--- config.mk ---
export PLATFORM = sky130hd
export DESIGN_NAME = systolic_feeder
export DESIGN_NICKNAME = d
export VERILOG_FILES = /design/src/rtl/sysarray_pkg.sv /design/src/rtl/feed_lane.sv /design/src/rtl/systolic_feeder.sv
export SDC_FILE = /design/constraint.sdc
export NUM_CORES = 2
export LEC_CHECK = 0
export ABC_AREA = 0
export ABC_CLOCK_PERIOD_IN_PS = 5000
export BUFFER_PORTS_ARGS = -buffer_cell sky130_fd_sc_hd__buf_4
export CAP_MARGIN = 20
export CORE_ASPECT_RATIO = 1.4
export CORE_MARGIN = 2
export CORE_UTILIZATION = 55
export CTS_CLUSTER_DIAMETER = 80
export DETAILED_ROUTE_END_ITERATION = 10
export GPL_TIMING_DRIVEN = 0
export PLACE_DENSITY = 0.85
export SYNTH_ARGS = -nofsm -noshare
export SYNTH_HDL_FRONTEND = slang
export SYNTH_SLANG_ARGS = --single-unit
--- constraint.sdc ---
create_clock -name clk -period 5 [get_ports clk]
set_input_delay 0.5 -clock clk [delete_from_list [all_inputs] [get_ports clk]]
set_output_delay 0.5 -clock clk [all_outputs]
set_load 0.01 [all_outputs]
--- src/rtl/sysarray_pkg.sv ---
// Shared types and timing constants for the systolic array operand feeder.
package sysarray_pkg;

  localparam int unsigned NDefault  = 4;
  localparam int unsigned DWDefault = 32;

  typedef enum logic [2:0] {
    StIdle,
    StClear,
    StStream,
    StDrain,
    StFin
  } state_e;

  function automatic int unsigned stream_last(input int unsigned n);
    return 2 * n - 2;
  endfunction

  function automatic int unsigned drain_last(input int unsigned n);
    return 3 * n - 3;
  endfunction

  // Counter width covering t = 0 .. 3N-2.
  function automatic int unsigned t_width(input int unsigned n);
    return $clog2(3 * n - 1);
  endfunction

  localparam int unsigned T_STREAM_LAST = 2 * NDefault - 2;
  localparam int unsigned T_DRAIN_LAST  = 3 * NDefault - 3;

endpackage

--- src/rtl/feed_lane.sv ---
// One skewed operand lane: stores an N-entry vector and presents vec[t-Idx] while streaming.
module feed_lane
  import sysarray_pkg::*;
#(
  parameter int unsigned N   = NDefault,
  parameter int unsigned DW  = DWDefault,
  parameter int unsigned TW  = 4,
  parameter int unsigned Idx = 0
) (
  input  logic                 clk,
  input  logic                 rst,
  input  logic                 wr_en,
  input  logic [$clog2(N)-1:0] wr_idx,
  input  logic [DW-1:0]        wr_data,
  input  logic [TW-1:0]        t,
  input  logic                 active,
  output logic [DW-1:0]        lane_data
);

  localparam int unsigned IW = $clog2(N);

  logic [DW-1:0] vec_q [N];
  logic [TW-1:0] k;

  always_ff @(posedge clk) begin
    if (!rst) begin
      for (int i = 0; i < N; i++) begin
        vec_q[i] <= '0;
      end
    end else if (wr_en) begin
      vec_q[wr_idx] <= wr_data;
    end
  end

  // Lane Idx lags lane 0 by Idx cycles, producing the diagonal skew.
  always_comb begin
    lane_data = '0;
    k         = t - TW'(Idx);
    if (active && (t >= TW'(Idx)) && (k < TW'(N))) begin
      lane_data = vec_q[k[IW-1:0]];
    end
  end

endmodule

--- src/rtl/systolic_feeder.sv ---
// Operand feeder for an NxN systolic array: buffers A/B, then streams skewed west/north lanes.
// Optional SYSFEED_RUN_COUNT_EN adds a saturating completed-run counter output.
module systolic_feeder
  import sysarray_pkg::*;
#(
  parameter int unsigned N  = NDefault,
  parameter int unsigned DW = DWDefault
) (
  input  logic                 clk,
  input  logic                 rst,
  input  logic                 wr_en,
  output logic                 wr_ready,
  input  logic                 wr_mat,
  input  logic [$clog2(N)-1:0] wr_row,
  input  logic [$clog2(N)-1:0] wr_col,
  input  logic [DW-1:0]        wr_data,
  input  logic                 start,
  output logic                 busy,
  output logic                 arr_rst,
  output logic [N*DW-1:0]      west_data,
  output logic [N*DW-1:0]      north_data,
`ifdef SYSFEED_RUN_COUNT_EN
  output logic [15:0]          run_count,
`endif
  output logic                 done
);

  localparam int unsigned IW = $clog2(N);
  localparam int unsigned TW = t_width(N);
  localparam logic [TW-1:0] TStreamLast = TW'(stream_last(N));
  localparam logic [TW-1:0] TDrainLast  = TW'(drain_last(N));

  state_e          state_q, state_d;
  logic [TW-1:0]   t_q, t_d;
  logic            stream_d;
  logic            wr_accept;
  logic [N*DW-1:0] west_lane;
  logic [N*DW-1:0] north_lane;

  assign wr_accept = wr_en && (state_q == StIdle);
  assign stream_d  = (state_d == StStream);

  always_comb begin
    state_d = state_q;
    t_d     = t_q;
    unique case (state_q)
      StIdle: begin
        if (start) state_d = StClear;
      end
      StClear: begin
        state_d = StStream;
        t_d     = '0;
      end
      StStream: begin
        t_d = t_q + 1'b1;
        if (t_q == TStreamLast) state_d = StDrain;
      end
      StDrain: begin
        if (t_q == TDrainLast) begin
          state_d = StFin;
          t_d     = '0;
        end else begin
          t_d = t_q + 1'b1;
        end
      end
      StFin: begin
        state_d = StIdle;
      end
      default: begin
        state_d = StIdle;
        t_d     = '0;
      end
    endcase
  end

  // Lanes are fed the next-cycle t so that the registered outputs line up with t_q.
  for (genvar g = 0; g < N; g++) begin : g_lane
    feed_lane #(
      .N  (N),
      .DW (DW),
      .TW (TW),
      .Idx(g)
    ) u_west (
      .clk      (clk),
      .rst      (rst),
      .wr_en    (wr_accept && !wr_mat && (wr_row == IW'(g))),
      .wr_idx   (wr_col),
      .wr_data  (wr_data),
      .t        (t_d),
      .active   (stream_d),
      .lane_data(west_lane[g*DW +: DW])
    );

    feed_lane #(
      .N  (N),
      .DW (DW),
      .TW (TW),
      .Idx(g)
    ) u_north (
      .clk      (clk),
      .rst      (rst),
      .wr_en    (wr_accept && wr_mat && (wr_col == IW'(g))),
      .wr_idx   (wr_row),
      .wr_data  (wr_data),
      .t        (t_d),
      .active   (stream_d),
      .lane_data(north_lane[g*DW +: DW])
    );
  end

  always_ff @(posedge clk) begin
    if (!rst) begin
      state_q    <= StIdle;
      t_q        <= '0;
      west_data  <= '0;
      north_data <= '0;
      arr_rst    <= 1'b0;
      done       <= 1'b0;
      wr_ready   <= 1'b1;
      busy       <= 1'b0;
    end else begin
      state_q    <= state_d;
      t_q        <= t_d;
      west_data  <= west_lane;
      north_data <= north_lane;
      arr_rst    <= (state_d == StClear);
      done       <= (state_d == StFin);
      wr_ready   <= (state_d == StIdle);
      busy       <= (state_d != StIdle);
    end
  end

`ifdef SYSFEED_RUN_COUNT_EN
  always_ff @(posedge clk) begin
    if (!rst) begin
      run_count <= '0;
    end else if ((state_d == StFin) && (run_count != 16'hFFFF)) begin
      run_count <= run_count + 16'd1;
    end
  end
`endif

endmodule
==> impl_metrics.tcl <==
set metrics [dict create \
    status "complete, but fails checks" \
    violations "setup timing" \
    core.rowCount 133 \
    antenna_found_initial 24 \
    ys_seq_area_share_pct 69.5 \
    min_period_over_period_pct 102 \
    grt_use_met1_pct 36.3 \
    initial_utilization_pct 55.4 \
    grt_overflow_total 0 \
    cp.arrival_ns 5.65 \
    drt_iter0_markers 4796 \
    ioPinCount 301 \
    synth_ff_type "edfxtp_1" \
    use_met2_pct 51.5 \
    grt_pass1_wl_mm 226 \
    clock_skew_ns 0.0287 \
    crit_buf_inv 5 \
    ir_drop_uv 312 \
    ys_ff_latch 1291 \
    syn_to_final_growth_pct 16.5 \
    syn-cell-area_mm2 0.0520 \
    fmax_ghz 0.196 \
    ant_nets 0 \
    core_area_mm2 0.0939 \
    die_area_mm2 0.0970 \
    tritoncts "yes" \
    drive_gt1_share_pct 18.7 \
    grt_use_met3_pct 8.95 \
    io_buffers 291 \
    hold_viol_final 0 \
    crit_required_ns 5.56 \
    cp_slowest_cell "clkbuf_1" \
    avgRoutedWirePerCell_um 28.9 \
    crit_fanout 10 \
    tightest_slew_ns 1.22 \
    leakage_uw 0.0241 \
    grt_pass1_vias 34600 \
    crit_chain "ha_1, and4b_4, o31ai_4, inv_2, buf_2, clkbuf_1, clkbuf_2, ha_1, xor2_1, nand3_2, clkbuf_1, nor2b_2" \
    synth_cell_types 42 \
    cts.clk_slew.worst_paths_ns 0.06 \
    cts_max_path_buffers 3 \
    drcViolationCount 0 \
    drv_cap 0 \
    clock_tree.root_cell "clkbuf_16" \
    async_flop_share_pct 0 \
    hold_path_class "in2reg" \
    synth.top_cell.area_share_pct 59.2 \
    grt_max_degree 33 \
    end_kind "register" \
    dpl.hpwl_mm 106 \
    grt.total_usage_pct 32.4 \
    clkLatencyLatePin_ns 0.74 \
    gp_congestion 0.953 \
    viasPerCell 6.30 \
    yosys_warnings 0 \
    clock_sinks 1291 \
    critPathTopFamily "buffers and inverters" \
    worst_slack_ns -0.0920 \
    stdcell_count 5433 \
    timing.final.crit_period_ns 5.09 \
    htree_levels 3 \
    numCtsBuffers 115 \
    rrSetupSlack_ns -0.09 \
    totalWireLength_mm 157 \
    die_x_um 264 \
    place_inst 5192 \
    synth_edf_count 1024 \
    n_fill_cell 6151 \
    synth_cells 3658 \
    ys_top_cells_by_area "edfxtp_1, dfxtp_1, mux4_2, and2_1, and3_1" \
    fin_util_pct 64.5 \
    synth_nets 3707 \
    top_usage_layer "met2" \
    setup_viol 2 \
    max_slew_margin_pct 18.5 \
    avgSynthCellArea_um2 14.2 \
    yosys-top-cells-count "edfxtp_1, and2_1, and3_1" \
    nets 4150 \
    vias 34200 \
    drv_slew 0 \
    multi_input_area_mm2 0.0145 \
    first_pass_iters 8 \
    power_density_mw_per_mm2 379 \
    register_area_mm2 0.0361 \
    chipHeight_um 368 \
    yosysTopAreaCell "edfxtp_1" \
    slowest_delay_ns 0.62 \
    critical_path_class "reg2reg" \
    cp-start-kind "register" \
    yosysMostFrequentCell "edfxtp_1" \
]
==> final timing paths <==
path	start	endpoint	depth (start not counted)
setup reg to reg	t_q[0]	west_data[63]	12
setup / recovery	t_q[0]	west_data[63]	12
hold / removal	wr_data[30]	g_lane[1].u_west.vec_q[2][30]	2
hold reg to reg	g_lane[2].u_north.vec_q[0][10]	north_data[74]	2
==> report_power, final <==
group          leakage [uW]  total [uW]  internal (uW)  switching [uW]
sequential           0.0128       12000          11900             111
clock               0.00186        8880           4900            3990
combinational       0.00948        2040            742            1300
==> cell type report <==
class | instances | share of cell area, %
sequential | 1291 | 59.6
clock inverter | 57 | 0.817
antenna | 15 | 0.0620
inverter | 91 | 0.564
timing repair buffer | 327 | 4.82
clock buffer | 162 | 5.42
tap | 1215 | 2.51
buffer | 328 | 2.19
multi-input combinational | 1947 | 24.0
==> layer usage <==
metal,wire [um],share of wire (%)
met5,154,0.098
met3,19400,12
met4,16000,10
met2,73900,47
met1,47800,30
==> cell families after synthesis <==
| group | Yosys count | synth area share [%] |
|---|---|---|
| and+or+nand+nor | 1571 | 16.5 |
| DFF | 1291 | 69.5 |
| muxes | 193 | 8.34 |
| adders and majority gates | 8 | 0.193 |
| buffers and inverters | 420 | 3.21 |
| xor gates and xnor gates | 4 | 0.0674 |
| AOI/OAI and AO/OA | 171 | 2.22 |
==> worst register-to-register path, stage by stage, from the launching register on <==
cell and delay (ns):
dfxtp_1 0.49, ha_1 0.31, and4b_4 0.31, o31ai_4 0.08, inv_2 0.20, buf_2 0.44, clkbuf_1 0.62, clkbuf_2 0.46
ha_1 0.26, xor2_1 0.19, nand3_2 0.49, clkbuf_1 0.51, nor2b_2 0.57
==> sequential cells by signal (all words and copies together), names as in the netlist <==
register,cells
busy,1
north_data,128
west_data,128
arr_rst,1
wr_ready,1
state_q,3
g_lane.u_north.vec_q,512
g_lane.u_west.vec_q,512
t_q,4
done,1
==> repair_timing <==
item,4_1_cts,5_1_grt
setup buffers,0,2
hold buffers,0,0
setup endpoints to repair,129,10
pin swaps,0,1
resized for setup,4,2
==> through the flow <==
step | TNS [ns] | setup slack (ns) | power (uW) | area (um2) | hold WS (ns)
floorplan | 0 | 0.781 | 13400 | 52000 | 0.463
global placement | -916.35 | -1.39 | 14100 | 55700 | 0.478
global route | -0.0307 | -0.0307 | 23400 | 60500 | 0.238
CTS | 0 | 0.0386 | 22800 | 60400 | 0.208
detailed placement | -30.07 | -0.447 | 14200 | 56600 | 0.486
finish | -0.114 | -0.0920 | 22900 | 60500 | 0.260
==> cell usage in the layout, fill, tap and decap left out, types with 18 or more instances in the layout <==
cell type	instances
a21oi_1	68
a311oi_1	64
and2_1	652
and3_1	313
buf_2	24
buf_4	309
clkbuf_1	306
clkbuf_16	117
clkbuf_8	18
clkinv_2	23
dfxtp_1	267
edfxtp_1	1024
inv_1	92
mux4_2	192
nand2_1	235
nor2_1	261
nor2b_1	72
o21ai_4	25
No activity file was read; power rests on OpenSTA's default activity.
